<file path="src/rtl/nibble_serial_addsub.sv">
// ---------------------------------------------------------------------------
// nibble_serial_addsub
//
// Multi-cycle adder/subtractor. Instead of a full-width adder, it has one
// 4-bit add/sub slice. The slice is stepped across a W = 4*NIBBLES bit
// operand pair, least-significant nibble first. The carry is held in a
// register between cycles. There is a valid/ready handshake on both the
// operand side and the result side.
//
// Parameters
//   NIBBLES     number of 4-bit slices per operation (1..8)
//
// Ports
//   clk          single clock, rising edge
//   rst_n        synchronous, active-low reset
//   start_valid  operand request
//   start_ready  high only while idle; accept = start_valid & start_ready
//   a, b         W-bit operands, captured at accept
//   m            0 = a+b, 1 = a-b, captured at accept
//   res_valid    result available (DONE state)
//   res_ready    consumer takes the result on res_valid & res_ready
//   result       a+b or a-b modulo 2^W
//   cout         carry out of the top bit (for subtract, 1 = no borrow)
//   overflow     two's-complement overflow of the top bit
//   busy         high while an operation is running or waiting to be taken
// ---------------------------------------------------------------------------
module nibble_serial_addsub #(
    parameter  int NIBBLES = 4,
    localparam int W       = 4 * NIBBLES
) (
    input  logic         clk,
    input  logic         rst_n,
    input  logic         start_valid,
    output logic         start_ready,
    input  logic [W-1:0] a,
    input  logic [W-1:0] b,
    input  logic         m,
    output logic         res_valid,
    input  logic         res_ready,
    output logic [W-1:0] result,
    output logic         cout,
    output logic         overflow,
    output logic         busy
);

    // The nibble index is always 3 bits wide, which covers the full legal
    // range of NIBBLES. Nibble lanes at or above NIBBLES are tied to zero,
    // so the index mux below is always an 8:1 mux for any NIBBLES.
    localparam int          MAX_NIBBLES = 8;
    localparam logic [2:0]  LAST_IDX    = 3'(NIBBLES - 1);

    typedef enum logic [1:0] {
        IDLE = 2'd0,
        RUN  = 2'd1,
        DONE = 2'd2
    } state_t;

    state_t         state_reg;
    logic [2:0]     idx_reg;
    logic           carry_reg;
    logic           m_reg;
    logic [W-1:0]   a_reg;
    logic [W-1:0]   b_reg;
    logic [W-1:0]   partial_reg;
    logic [W-1:0]   result_reg;
    logic           cout_reg;
    logic           overflow_reg;

    // -----------------------------------------------------------------------
    // Operand nibble lanes
    // -----------------------------------------------------------------------
    logic [3:0] a_nib [MAX_NIBBLES];
    logic [3:0] b_nib [MAX_NIBBLES];

    generate
        for (genvar gi = 0; gi < MAX_NIBBLES; gi++) begin : g_lane
            if (gi < NIBBLES) begin : g_used
                assign a_nib[gi] = a_reg[4*gi +: 4];
                assign b_nib[gi] = b_reg[4*gi +: 4];
            end else begin : g_unused
                assign a_nib[gi] = 4'h0;
                assign b_nib[gi] = 4'h0;
            end
        end
    endgenerate

    // -----------------------------------------------------------------------
    // The shared 4-bit slice
    // -----------------------------------------------------------------------
    logic [3:0] a_cur;
    logic [3:0] b_cur;
    logic [3:0] low_sum;
    logic [4:0] full_sum;
    logic [3:0] sum;
    logic       c2;
    logic       c3;
    logic       last;

    assign a_cur = a_nib[idx_reg];
    // Subtract is implemented as A + ~B + 1. The +1 comes from the carry
    // register, which is seeded with m when the operation is accepted.
    assign b_cur = b_nib[idx_reg] ^ {4{m_reg}};

    // The carry into bit 3 (c2) is needed for the overflow flag. It is
    // taken from a 3-bit add of the low bits, because it is not visible in
    // the 4-bit sum.
    assign low_sum  = {1'b0, a_cur[2:0]} + {1'b0, b_cur[2:0]} + {3'b000, carry_reg};
    assign full_sum = {1'b0, a_cur} + {1'b0, b_cur} + {4'b0000, carry_reg};
    assign c2       = low_sum[3];
    assign c3       = full_sum[4];
    assign sum      = full_sum[3:0];
    assign last     = (idx_reg == LAST_IDX);

    // -----------------------------------------------------------------------
    // Partial result with the current nibble merged in. On the last nibble,
    // this vector (not partial_reg) is copied into the result. This means
    // the top nibble does not need an extra cycle to arrive.
    // -----------------------------------------------------------------------
    logic [W-1:0] partial_next;

    generate
        for (genvar gi = 0; gi < NIBBLES; gi++) begin : g_merge
            assign partial_next[4*gi +: 4] =
                (idx_reg == 3'(gi)) ? sum : partial_reg[4*gi +: 4];
        end
    endgenerate

    // -----------------------------------------------------------------------
    // Control FSM and datapath registers
    // -----------------------------------------------------------------------
    always_ff @(posedge clk) begin
        if (!rst_n) begin
            state_reg    <= IDLE;
            idx_reg      <= 3'd0;
            carry_reg    <= 1'b0;
            m_reg        <= 1'b0;
            a_reg        <= '0;
            b_reg        <= '0;
            partial_reg  <= '0;
            result_reg   <= '0;
            cout_reg     <= 1'b0;
            overflow_reg <= 1'b0;
        end else begin
            case (state_reg)
                IDLE: begin
                    if (start_valid) begin
                        a_reg     <= a;
                        b_reg     <= b;
                        m_reg     <= m;
                        carry_reg <= m;
                        idx_reg   <= 3'd0;
                        state_reg <= RUN;
                    end
                end

                RUN: begin
                    partial_reg <= partial_next;
                    carry_reg   <= c3;
                    if (last) begin
                        result_reg   <= partial_next;
                        cout_reg     <= c3;
                        overflow_reg <= c2 ^ c3;
                        state_reg    <= DONE;
                    end else begin
                        idx_reg <= idx_reg + 3'd1;
                    end
                end

                DONE: begin
                    if (res_ready) begin
                        state_reg <= IDLE;
                    end
                end

                default: begin
                    state_reg <= IDLE;
                end
            endcase
        end
    end

    // -----------------------------------------------------------------------
    // Outputs. Each one is either a register or decoded from the state
    // register only, so no input reaches an output combinationally.
    // -----------------------------------------------------------------------
    assign start_ready = (state_reg == IDLE);
    assign res_valid   = (state_reg == DONE);
    assign busy        = (state_reg != IDLE);
    assign result      = result_reg;
    assign cout        = cout_reg;
    assign overflow    = overflow_reg;

endmodule

</file>
<file path="config.mk">
export PLATFORM = sky130hd
export DESIGN_NAME = nibble_serial_addsub
export DESIGN_NICKNAME = d
export VERILOG_FILES = /design/src/rtl/nibble_serial_addsub.sv
export SDC_FILE = /design/constraint.sdc
export NUM_CORES = 1
export LEC_CHECK = 0
export ABC_AREA = 1
export BUFFER_PORTS_ARGS = -buffer_cell sky130_fd_sc_hd__buf_2
export CAP_MARGIN = 40
export CORE_ASPECT_RATIO = 1.5
export CORE_UTILIZATION = 46
export DETAILED_ROUTE_END_ITERATION = 10
export PLACE_DENSITY = 0.68
export SETUP_SLACK_MARGIN = 0.5
export SYNTH_ARGS = -nofsm -noshare
export SYNTH_HDL_FRONTEND = slang
export SYNTH_SLANG_ARGS = --single-unit
</file>
<file path="constraint.sdc">
create_clock -name clk -period 3.1 [get_ports clk]
set_input_delay 0.62 -clock clk [delete_from_list [all_inputs] [get_ports clk]]
set_output_delay 0.62 -clock clk [all_outputs]
set_load 0.02 [all_outputs]
</file>
After elaboration in Yosys (flattened, before gate mapping)

Index checks and enable logic that the tools add are counted.

Flip-flop bits (word level): 73
Input port bits: 37
Word-level logic and storage cells: 56

Add/sub/neg operators: 5
Order comparisons: 1
Eq/ne operators: 9
Muxes and demuxes: 19
Bitwise operators: 3
Reductions and logical operators: 9

Operator list:

| cell                | number |
|---|---|
| $mux 4              | 8 |
| $bmux 4 s3          | 2 |
| $eq 3x2->1 const B  | 2 |
| $mux 2              | 3 |
| $mux 3              | 2 |
| $ne 2x2->1 const B  | 3 |
| $pmux 2 s3          | 1 |
| $pmux 3 s2          | 1 |
| $reduce_and 2->1    | 3 |
| $reduce_and 3->1    | 2 |
| $add 4x4->5         | 1 |
| $add 5x1->5         | 1 |
| $add 3x3->4         | 1 |
| $add 4x1->4         | 1 |
| $ge 4x4->1 const B  | 1 |
| $not 3->4           | 1 |
| $reduce_bool 2->1   | 2 |
| $xor 4x4->4         | 1 |
| $add 3x1->3 const B | 1 |
| $eq 3x1->1 const B  | 1 |
| $logic_not 3->1     | 1 |
| $eq 2x1->1 const B  | 1 |
| $eq 2x2->1 const B  | 1 |
| $logic_not 2->1     | 1 |
| other kinds (4)     | 4 |

Depth between registers and ports, before layout

Depth after elaboration: 8
Gate-level depth with buffers: 16
Gate-level depth less buffers: 15

Worst setup path before layout

Ideal clock, no wire load.

Path type: flip-flop to flip-flop
Start: reg idx_reg[0]
End: reg partial_reg[1]
Setup time: 0.115 ns
Arrival: 2.222 ns
Data required time: 2.985 ns
Path slack: 0.763 ns
Cell stages (with the launch flop): 15
Buffers on the path: 2
Clock period less this slack: 2.337 ns
Cells stage by stage: dfxtp_1 buf_4 inv_2 buf_2 o21ai_1 nand2_1 nand2_1 xor2_1 fa_1 inv_1 fa_1 inv_1 o21ai_0 o21ai_0 inv_1

Word-level cells in the longest chain between the ends: 8
Elaborated cells between the ends (all ways): 12
Those cells by class: add/sub: 2; mux: 7; bitwise: 2; reduce/logical: 1

RTL lines:

| what                                      | line    | source |
|---|---|---|
| start: declaration                        | 59      | `logic [2:0] idx_reg;` |
| start signal: assignment                  | 165     | `idx_reg <= idx_reg + 3'd1;` |
| $not 3->4 (not written as such)           | 99, 102 |  |
| $bmux 4 s3                                | 102     | `assign b_cur = b_nib[idx_reg] ^ {4{m_reg}};` |
| $mux 4 (not written as such) (2 in a row) | 102     |  |
| $xor 4x4->4                               | 102     |  |
| $add 4x4->5                               | 108     | `assign full_sum = {1'b0, a_cur} + {1'b0, b_cur} + {4'b0000, carry_reg};` |
| $add 5x1->5                               | 108     |  |
| $mux 4 (*)                                | 124     | `(idx_reg == 3'(gi)) ? sum : partial_reg[4*gi +: 4];` |
| end signal: assignment                    | 157     | `partial_reg <= partial_next;` |
| end: declaration                          | 64      | `logic [W-1:0] partial_reg;` |

Mark *: on every way between the ends. The rest lies on a longest branch, timed or not. The select of a mux whose other input is x is not followed.
A chain may end at the register's enable or synchronous reset.

Final worst setup path

Start: reg idx_reg[0]
End: reg partial_reg[5]

The elaborated chain is that of the path after synthesis.

==> reports/qor.yml <==
global_route:
  grt_max_degree: 55
  grt_pass1_wl_mm: 12.2
  grt_usage_pct: 21.0
  antenna_found_initial: 0
  overflow: 0
  grt_pass1_vias: 2861
route:
  postRouteAntennaNets: 0
  drt_iter0_drc: 117
  via_per_inst: 5.05
  drtPass1Iterations: 4
  wl_per_cell_um: 12.0
  post-route-drc-count: 0
  vias: 2912
  wirelength_mm: 6.95
timing:
  fin_worst_skew_ps: 8.17
  fmax_mhz: 417
  maxSlewViolCount: 0
  setup_tns_ps: 0
  hold_viol: 0
  relSlewSlack_pct: 65.5
  period_share_pct: 77.4
  setup_violations: 0
  worstMarginPinSlew_ps: 514
  rsz0062_at_grt: "false"
  fin_crit_ps: 2400
cells_and_area:
  ff_latch_area_mm2: 0.00139
  nFillCells: 650
  fin_nets: 543
  drive_above_1_share_pct: 19.2
  final_area_mm2: 0.00375
  diodes: 0
  multi_input_area_mm2: 0.00152
  syn2layout_area_growth_pct: 17.2
yosys:
  synth_common_cells: "127 x nor2_1, 77 x o21ai_0, 69 x dfxtp_1, 42 x nand2_1, 29 x inv_1"
  synth_top_area_share_pct: 43.2
  synth_edf_count: 0
  yosys.area.top_type: "dfxtp_1"
  synth_nets: 489
  ys_seq_area_share_pct: 43.2
  synth_cells: 442
  avgSynthCellArea_um2: 7.23
  synth_top_flop_cell: "dfxtp_1"
  synth_area_leaders: "dfxtp_1 43%, nor2_1 15%, o21ai_0 12%"
  synth_cell_type_count: 28
  netlist_area_mm2: 0.00320
  yosysMostFrequentCell: "nor2_1"
  async_flop_share_pct: 0
  synth_warnings: 0
  synth_seq_cells: 69
placement:
  dpl_cell_area_mm2: 0.00346
  globalplace.congestion: 0.803
  hpwl_mm: 4.90
  portBuffers: 57
outcome:
  status: "completed"
clock_tree:
  cts_max_level: 3
  clk_pin_slew_ps: 70
  clk_latency_ps: 360
  ctsHoldBuffers: 0
  cts_buffer_depth: 2
  cts.sink_count: 69
  cts_tree: "yes"
  ctsRootBufferMaster: "clkbuf_8"
  cts_buffers: 9
floorplan:
  ios: 58
  dieHeight_um: 104
  die-width_um: 70.1
  core_area_mm2: 0.00662
  placementRows: 36
  start_util_pct: 48.3
  dieArea_mm2: 0.00729
setup_path:
  worstPathCellList: "buf_4, o21ai_0, o22ai_1, nand2_1, fa_1, inv_1, fa_1, inv_1, o21ai_0, o21ai_0, inv_1"
  endpoint_kind: "flop"
  rr_worst_depth: 11
  cp-start-kind: "flop"
  critical_path_class: "reg2reg"
  ff2ff_setup_slack_ps: 700
  cp_max_fo: 9
  worst_path_max_delay_cell: "fa_1"
  r2r-end: "partial_reg[5]"
  r2r-start: "idx_reg[0]"
  required_ps: 3350
  critical_path.max_stage_delay_ps: 440
  crit_arrival_ps: 2650
power_and_ir_drop:
  pwr_density_cell_mw_per_mm2: 607
  p_leak_nw: 1.82
  irDropWorstVdd_mv: 0.309
flow_run:
  drv_cap: 0
min_path:
  worstHoldEndpoint: "result[13]"
  hp-class: "reg2reg"
  hold_path.startpoint: "result[13]"
  hold_depth: 2
## layout make-up
class | instances | area share, %
multi-input combinational | 314 | 40.6
sequential | 69 | 37.0
timing repair buffer | 65 | 9.22
clock buffer | 13 | 4.77
inverter | 37 | 4.11
tap | 76 | 2.54
clock inverter | 3 | 1.74
## metal layers
layer  track usage (%)  vias to the layer above  share of wire, %
met2              38.3                       58                52
met3              4.84                       13               3.8
met1              22.2                     1317                42
li1                  -                     1524                 -
met4              10.3                        0               2.5
met5                 0                        -                 0
## logic make-up (layout without fill, tap and decap cells)
family / after synthesis / count (layout) / share of synthesized area [%]
AO/OA/AOI/OAI: 111 / 111 / 17.9
XOR/XNOR: 5 / 5 / 1.37
buffers and inverters: 59 / 118 / 9.39
AND/OR/NAND/NOR: 188 / 188 / 23.8
adder cells (fa/ha/maj): 10 / 10 / 4.38
flip-flops: 69 / 69 / 43.2
## through the flow
step                      std cells  setup WS (ps)  total power, mW  hold WS (ps)  util [%]
after global placement          557            441             1.38           431      52.2
after detailed placement        557            305             1.39           435      52.2
final                           577            702             2.27           446      56.6
after floorplan                 442            763             1.29           450         -
after CTS                       573            561             2.27           446      56.0
after global routing            577            504             2.39           500      56.6
## worst max-delay path: cells and delay by family, from the launching register on
| kind | cells | cell delay, ps |
|---|---|---|
| and+or+nand+nor | 1 | 120 |
| buffers and inverters | 4 | 400 |
| DFF | 1 | 410 |
| adders and majority gates | 2 | 840 |
| AOI/OAI and AO/OA | 4 | 530 |
## how the worst max path moves through the flow
stage / slack, ps / start / endpoint
5_1_grt: 500 / idx_reg[1] / result[10]
4_1_cts: 560 / idx_reg[0] / partial_reg[10]
6_report: 700 / idx_reg[0] / partial_reg[5]
3_3_place_gp: 440 / idx_reg[0] / result[2]
2_1_floorplan: 760 / idx_reg[0] / partial_reg[1]
3_5_place_dp: 300 / idx_reg[0] / partial_reg[10]
## cell usage in the layout (no fill, tap or decap), types with 6 or more instances in the layout
cell	synthesis	layout
dfxtp_1	69	67
buf_2	5	57
clkbuf_8	0	13
o21ai_0	77	75
nor2_1	127	127
nand3_1	14	14
o21ai_1	5	7
ha_1	8	8
inv_1	29	29
o21a_1	6	6
a21oi_1	22	22
buf_4	6	8
nand2_1	42	42
## what timing repair did
action,CTS,global route
pin swaps,0,1
buffers inserted,0,4
setup endpoints to repair,13,21
gates resized for setup,2,6
## power by group
group	switching (mW)	total [mW]	internal (mW)
Sequential	0.0365	0.981	0.944
Combinational	0.256	0.417	0.161
Clock	0.336	0.876	0.540
Total	0.629	2.27	1.65
Note: power is estimated with default switching activity, not from simulation.
